==> config.mk <==
export PLATFORM = sky130hd
export DESIGN_NAME = mem_port_arbiter_flat
export DESIGN_NICKNAME = d
export VERILOG_FILES = /design/src/rtl/mem_port_arbiter_if.sv /design/src/rtl/mem_port_arbiter.sv /design/src/flat_wrapper.sv
export SDC_FILE = /design/constraint.sdc
export NUM_CORES = 1
export LEC_CHECK = 0
export CAP_MARGIN = 20
export CORE_AREA = 5 5 131 133
export CTS_CLUSTER_DIAMETER = 120
export DETAILED_ROUTE_END_ITERATION = 16
export DIE_AREA = 0 0 136 138
export PLACE_DENSITY = 0.8
export SLEW_MARGIN = 20
export SYNTH_ARGS = -nofsm -noshare
export SYNTH_HDL_FRONTEND = slang
export SYNTH_SLANG_ARGS = --single-unit
==> constraint.sdc <==
create_clock -name clk -period 5.21 [get_ports clk]
set_input_delay 0.7815 -clock clk [delete_from_list [all_inputs] [get_ports clk]]
set_output_delay 0.7815 -clock clk [all_outputs]
set_load 0.05 [all_outputs]
==> src/rtl/mem_port_arbiter_if.sv <==
// mem_port_arbiter_if: fetch, data and memory handshake bundle for the unified-memory arbiter.
interface mem_port_arbiter_if #(
    parameter int ADDR_WIDTH = 32,
    parameter int DATA_WIDTH = 32
);
    logic                  if_req;
    logic [ADDR_WIDTH-1:0] if_addr;
    logic                  if_flush;
    logic [DATA_WIDTH-1:0] if_rdata;
    logic                  if_valid;
    logic                  if_stall;
    logic                  d_req;
    logic                  d_we;
    logic [1:0]            d_size;
    logic [ADDR_WIDTH-1:0] d_addr;
    logic [DATA_WIDTH-1:0] d_wdata;
    logic [DATA_WIDTH-1:0] d_rdata;
    logic                  d_valid;
    logic                  d_err;
    logic                  d_stall;
    logic                  mem_req;
    logic                  mem_we;
    logic [ADDR_WIDTH-1:0] mem_addr;
    logic [3:0]            mem_be;
    logic [DATA_WIDTH-1:0] mem_wdata;
    logic                  mem_ack;
    logic [DATA_WIDTH-1:0] mem_rdata;

    modport slave (
        input  if_req, if_addr, if_flush, d_req, d_we, d_size, d_addr, d_wdata, mem_ack, mem_rdata,
        output if_rdata, if_valid, if_stall, d_rdata, d_valid, d_err, d_stall,
               mem_req, mem_we, mem_addr, mem_be, mem_wdata
    );

    modport master (
        output if_req, if_addr, if_flush, d_req, d_we, d_size, d_addr, d_wdata, mem_ack, mem_rdata,
        input  if_rdata, if_valid, if_stall, d_rdata, d_valid, d_err, d_stall,
               mem_req, mem_we, mem_addr, mem_be, mem_wdata
    );
endinterface

==> src/rtl/mem_port_arbiter.sv <==
// mem_port_arbiter: shares one variable-latency memory between fetch and data stages,
// data first, with a run counter that forces a fetch grant after MAX_DATA_RUN data grants.
module mem_port_arbiter #(
    parameter int ADDR_WIDTH   = 32,
    parameter int DATA_WIDTH   = 32,
    parameter int MAX_DATA_RUN = 4
) (
    input logic clk,
    input logic reset,
    mem_port_arbiter_if.slave bus
);
    typedef enum logic [1:0] {IDLE, BUSY_IF, BUSY_D, RESP} arbState;

    arbState state, nextState;
    logic [3:0] runCnt;
    logic ownerD, errFlag, flushed;
    logic [1:0] lane, sizeReg;
    logic aligned, dErr, dGrant, ifGrant, ifDone, dDone;
    logic [3:0] dBe;
    logic [DATA_WIDTH-1:0] dWdata, shifted, loadData;

    always_ff @(posedge clk or posedge reset) begin
        if (reset) state <= IDLE;
        else state <= nextState;
    end

    always_comb begin
        aligned = bus.d_size == 2'b00 || (bus.d_size == 2'b01 && !bus.d_addr[0]) ||
                  (bus.d_size[1] && bus.d_addr[1:0] == 2'b00);
        dErr = bus.d_req && !aligned;
        dGrant = bus.d_req && aligned && (!bus.if_req || runCnt < 4'(MAX_DATA_RUN));
        ifGrant = !dErr && !dGrant && bus.if_req && !bus.if_flush;
        nextState = state == IDLE ? (dErr ? RESP : dGrant ? BUSY_D : ifGrant ? BUSY_IF : IDLE)
                  : state == RESP ? IDLE
                  : bus.mem_ack ? RESP : state;
    end

    always_comb begin
        ifDone = state == RESP && !ownerD && !flushed && !bus.if_flush;
        dDone = state == RESP && ownerD && !errFlag;
        bus.mem_req = state == BUSY_IF || state == BUSY_D;
        bus.if_valid = ifDone;
        bus.d_valid = dDone;
        bus.d_err = state == RESP && errFlag;
        bus.if_stall = bus.if_req && !ifDone;
        bus.d_stall = bus.d_req && !(dDone || (state == RESP && errFlag));
    end

    // Store lanes are replicated so the memory only needs the byte enables to place them.
    always_comb begin
        dBe = bus.d_size == 2'b00 ? 4'b0001 << bus.d_addr[1:0]
            : bus.d_size == 2'b01 ? 4'b0011 << bus.d_addr[1:0] : 4'b1111;
        dWdata = bus.d_size == 2'b00 ? {4{bus.d_wdata[7:0]}}
               : bus.d_size == 2'b01 ? {2{bus.d_wdata[15:0]}} : bus.d_wdata;
        shifted = bus.mem_rdata >> {lane, 3'b000};
        loadData = sizeReg == 2'b00 ? DATA_WIDTH'(shifted[7:0])
                 : sizeReg == 2'b01 ? DATA_WIDTH'(shifted[15:0]) : shifted;
    end

    always_ff @(posedge clk or posedge reset) begin
        if (reset) begin
            runCnt <= '0;
            ownerD <= 1'b0;
            errFlag <= 1'b0;
            flushed <= 1'b0;
            lane <= '0;
            sizeReg <= '0;
            bus.mem_we <= 1'b0;
            bus.mem_addr <= '0;
            bus.mem_be <= '0;
            bus.mem_wdata <= '0;
            bus.if_rdata <= '0;
            bus.d_rdata <= '0;
        end else begin
            if (state == IDLE && (dErr || dGrant || ifGrant)) begin
                ownerD <= !ifGrant;
                errFlag <= dErr;
                flushed <= 1'b0;
                lane <= bus.d_addr[1:0];
                sizeReg <= bus.d_size;
            end else begin
                flushed <= flushed || bus.if_flush;
            end
            if (state == IDLE && dGrant) begin
                runCnt <= bus.if_req ? runCnt + 4'd1 : 4'd0;
                bus.mem_we <= bus.d_we;
                bus.mem_addr <= bus.d_addr & ~ADDR_WIDTH'(3);
                bus.mem_be <= dBe;
                bus.mem_wdata <= dWdata;
            end else if (state == IDLE && ifGrant) begin
                runCnt <= '0;
                bus.mem_we <= 1'b0;
                bus.mem_addr <= bus.if_addr & ~ADDR_WIDTH'(3);
                bus.mem_be <= 4'b1111;
            end
            if (state == BUSY_IF && bus.mem_ack) bus.if_rdata <= bus.mem_rdata;
            if (state == BUSY_D && bus.mem_ack) bus.d_rdata <= bus.mem_we ? '0 : loadData;
        end
    end
endmodule

==> src/flat_wrapper.sv <==
// flat-port wrapper written by rule: the top's interface ports become plain ports
module mem_port_arbiter_flat 
#(
    parameter int ADDR_WIDTH   = 32,
    parameter int DATA_WIDTH   = 32,
    parameter int MAX_DATA_RUN = 4
)
  (clk, reset, bus_if_req, bus_if_addr, bus_if_flush, bus_d_req, bus_d_we, bus_d_size, bus_d_addr, bus_d_wdata, bus_mem_ack, bus_mem_rdata, bus_if_rdata, bus_if_valid, bus_if_stall, bus_d_rdata, bus_d_valid, bus_d_err, bus_d_stall, bus_mem_req, bus_mem_we, bus_mem_addr, bus_mem_be, bus_mem_wdata);
  mem_port_arbiter_if #(.ADDR_WIDTH(ADDR_WIDTH), .DATA_WIDTH(DATA_WIDTH)) bus_i ();
  input logic clk;
  input logic reset;
  input wire logic [$bits(bus_i.if_req)-1:0] bus_if_req;
  input wire logic [$bits(bus_i.if_addr)-1:0] bus_if_addr;
  input wire logic [$bits(bus_i.if_flush)-1:0] bus_if_flush;
  input wire logic [$bits(bus_i.d_req)-1:0] bus_d_req;
  input wire logic [$bits(bus_i.d_we)-1:0] bus_d_we;
  input wire logic [$bits(bus_i.d_size)-1:0] bus_d_size;
  input wire logic [$bits(bus_i.d_addr)-1:0] bus_d_addr;
  input wire logic [$bits(bus_i.d_wdata)-1:0] bus_d_wdata;
  input wire logic [$bits(bus_i.mem_ack)-1:0] bus_mem_ack;
  input wire logic [$bits(bus_i.mem_rdata)-1:0] bus_mem_rdata;
  output wire logic [$bits(bus_i.if_rdata)-1:0] bus_if_rdata;
  output wire logic [$bits(bus_i.if_valid)-1:0] bus_if_valid;
  output wire logic [$bits(bus_i.if_stall)-1:0] bus_if_stall;
  output wire logic [$bits(bus_i.d_rdata)-1:0] bus_d_rdata;
  output wire logic [$bits(bus_i.d_valid)-1:0] bus_d_valid;
  output wire logic [$bits(bus_i.d_err)-1:0] bus_d_err;
  output wire logic [$bits(bus_i.d_stall)-1:0] bus_d_stall;
  output wire logic [$bits(bus_i.mem_req)-1:0] bus_mem_req;
  output wire logic [$bits(bus_i.mem_we)-1:0] bus_mem_we;
  output wire logic [$bits(bus_i.mem_addr)-1:0] bus_mem_addr;
  output wire logic [$bits(bus_i.mem_be)-1:0] bus_mem_be;
  output wire logic [$bits(bus_i.mem_wdata)-1:0] bus_mem_wdata;
  assign bus_i.if_req = bus_if_req;
  assign bus_i.if_addr = bus_if_addr;
  assign bus_i.if_flush = bus_if_flush;
  assign bus_i.d_req = bus_d_req;
  assign bus_i.d_we = bus_d_we;
  assign bus_i.d_size = bus_d_size;
  assign bus_i.d_addr = bus_d_addr;
  assign bus_i.d_wdata = bus_d_wdata;
  assign bus_i.mem_ack = bus_mem_ack;
  assign bus_i.mem_rdata = bus_mem_rdata;
  assign bus_if_rdata = bus_i.if_rdata;
  assign bus_if_valid = bus_i.if_valid;
  assign bus_if_stall = bus_i.if_stall;
  assign bus_d_rdata = bus_i.d_rdata;
  assign bus_d_valid = bus_i.d_valid;
  assign bus_d_err = bus_i.d_err;
  assign bus_d_stall = bus_i.d_stall;
  assign bus_mem_req = bus_i.mem_req;
  assign bus_mem_we = bus_i.mem_we;
  assign bus_mem_addr = bus_i.mem_addr;
  assign bus_mem_be = bus_i.mem_be;
  assign bus_mem_wdata = bus_i.mem_wdata;
  mem_port_arbiter #(.ADDR_WIDTH(ADDR_WIDTH), .DATA_WIDTH(DATA_WIDTH), .MAX_DATA_RUN(MAX_DATA_RUN)) u_core (.clk(clk), .reset(reset), .bus(bus_i));
endmodule
==> impl_metrics.yaml <==
flow_run:
  max-cap-violations: 0
pwr:
  power.leakage_nw: 4.47
  p_per_area_nw_per_um2: 717
  ir_drop_mv: 0.397
yosys:
  synthArstFlopShare_pct: 100
  synth.cells.most_frequent: "dfrtp_1, nand2_1, mux2_2"
  synth-seq-cells: 144
  netlist_instances: 558
  synth_top_area_share_pct: 52.9
  yosysTopAreaCell: "dfrtp_1"
  synth_ff_type: "dfrtp_1"
  postSynthAreaPerCell_um2: 12.2
  netlist_area_um2: 6810
  synth_edf_count: 0
  synth-warning-count: 0
  ys_seq_area_share_pct: 52.9
  synth.distinct_cells: 42
  yosysMostFrequentCell: "dfrtp_1"
  synthTopCellsByArea: "dfrtp_1, mux2_2, mux2i_1"
sta:
  period_minus_slack_ps: 3420
  rsz0062_at_grt: "no"
  finalCritPeriodShare_pct: 65.7
  fin_tns_setup_ps: 0
  tightest_slew_ps: 1080
  setup_violations: 0
  skew_ps: 6.78
  report.final.slew_viol_count: 0
  max_slew_margin_pct: 27.7
  fmax_mhz: 292
  finalHoldViolCount: 0
die:
  start_util_pct: 43.3
  num_rows: 46
  dieArea_um2: 18800
  ios: 276
  chipHeight_um: 138
  core_um2: 15700
  die_w_um: 136
drt:
  ant_nets: 0
  via_count: 5447
  drc_errors: 0
  routedWlPerCell_um: 19.4
  drt_iter0_drc: 269
  routed_wirelength_um: 20300
  vias_per_cell: 5.18
  dr.pass1.iters: 4
global_route:
  grt_pass1_wl_um: 32400
  grt_max_degree: 114
  antenna_found_initial: 0
  grt_use_total_pct: 21.8
  grt_pass1_vias: 5875
  gr-total-overflow: 0
setup_path:
  critPathKind: "input port to flop"
  cp.arrival_ps: 3720
  endpoint_kind: "flop"
  critPathRequiredTime_ps: 5510
  cp-start-kind: "input port"
  cp_max_fo: 35
outcome:
  status: "completed"
clocking:
  cts_resized: 0
  clkTransAtPathRegs_ps: 60
  post_cts_buffers: 0
  htree_levels: 4
  cts_root_buffer: "clkbuf_16"
  clk_latency_ps: 420
  cts_hold_buffers: 0
  cts_sinks: 144
  tritoncts: "built"
  cts_buffers: 17
  clockBufferDepth: 2
finish:
  design_area_um2: 10300
  final_nets: 968
  multi_input_area_um2: 2990
  fill_cells: 1197
  drive_above_1_share_pct: 17.4
  area_delta_synth_final_pct: 51.2
  antenna_cells: 0
  ff_latch_area_um2: 3600
placement:
  place_area_um2: 9670
  numPortBuffers: 271
  dp_hpwl_um: 14900
  gp_congestion: 0.873
min_path:
  worst_hold_path_type: "flop to flop"
[final timing paths]
kind	startpoint	to	slack, ps	depth (start not counted)
setup / recovery	bus_d_addr[0]	u_core.bus.mem_addr[3]$_DFFE_PP0P_	1790	8
hold / removal	u_core.bus.mem_wdata[14]$_DFFE_PP0P_	u_core.bus.mem_wdata[14]$_DFFE_PP0P_	480	2
setup reg to reg	u_core.state[0]$_DFFE_PP0P_	u_core.bus.mem_addr[3]$_DFFE_PP0P_	2170	7
hold reg to reg	u_core.bus.mem_wdata[14]$_DFFE_PP0P_	u_core.bus.mem_wdata[14]$_DFFE_PP0P_	480	2
max in group asynchronous	reset	u_core.bus.mem_addr[25]$_DFFE_PP0P_	3280	3
min in group asynchronous	reset	u_core.bus.d_rdata[25]$_DFFE_PP0P_	900	2
[critical path, stage by stage]
cell             delay, ps
clkdlybuf4s50_1        550
inv_1                  160
ha_1                   170
nand2b_1               170
and4b_2                970
buf_4                  320
mux2_4                 310
mux2_2                 260
[metal layers]
metal	wire length, um	vias up	track usage (%)
met4	440	0	6.63
met5	0	-	0
li1	-	2506	-
met2	10100	234	36.5
met1	8110	2673	26.9
met3	1650	34	6.86
[sequential cells by signal, indices dropped and copies added (netlist names)]
name and flops:
u_core.ownerD 1, u_core.sizeReg 2, u_core.bus.if_rdata 32, u_core.runCnt 4, u_core.bus.mem_wdata 32, u_core.bus.mem_addr 30, u_core.bus.d_rdata 32, u_core.flushed 1
u_core.bus.mem_we 1, u_core.state 2, u_core.lane 2, u_core.errFlag 1, u_core.bus.mem_be 4
[report_power, final]
part,internal [mW],leakage [nW],switching (mW)
Combinational,1.50,2.41,2.62
Sequential,1.65,1.77,0.345
Clock,0.781,0.285,0.484
[final cells by class]
cell class / instances / share of cell area (%)
sequential: 144 / 35.0
multi-input combinational: 372 / 29.1
timing repair buffer: 280 / 27.0
clock buffer: 20 / 4.43
tap: 216 / 2.62
clock inverter: 12 / 1.54
inverter: 7 / 0.328
[cells in the final DEF (no fill, tap or decap), types with 2 or more instances in the layout]
cell / n
a32o_1: 10
dfrtp_1: 144
and2_1: 3
clkbuf_8: 2
a21oi_1: 10
conb_1: 2
clkinv_4: 2
nand2_1: 80
o21ai_0: 45
mux2_2: 69
mux2_4: 27
o31ai_1: 2
bufinv_16: 3
mux2i_1: 42
a2bb2oi_1: 4
a22o_1: 18
clkbuf_16: 17
clkdlybuf4s50_1: 271
clkinvlp_4: 5
inv_1: 6
ha_1: 9
nor2_1: 14
nor2b_1: 10
buf_4: 9
a211o_1: 8
[metrics by stage]
stage,std cells,total power [mW],setup WS [ps],util [%],hold WS [ps]
6_report,1051,7.39,1790,65.5,477
3_5_place_dp,1019,6.15,1320,61.6,462
3_3_place_gp,1019,6.04,1430,61.6,462
2_1_floorplan,559,4.69,562,-,452
5_1_grt,1051,7.72,1680,65.5,500
4_1_cts,1051,7.45,1780,65.5,483
[cell families (layout without fill, tap and decap cells)]
family	Yosys count	after routing	share of synthesized area [%]
AOI/OAI and AO/OA	102	102	10.2
muxes	138	138	23.5
and+or+nand+nor	121	121	8.34
adders and majority gates	9	9	1.65
other	1	2	0.0551
buffers and inverters	43	319	3.25
DFF	144	144	52.9
(Power assumes the default switching activity.)
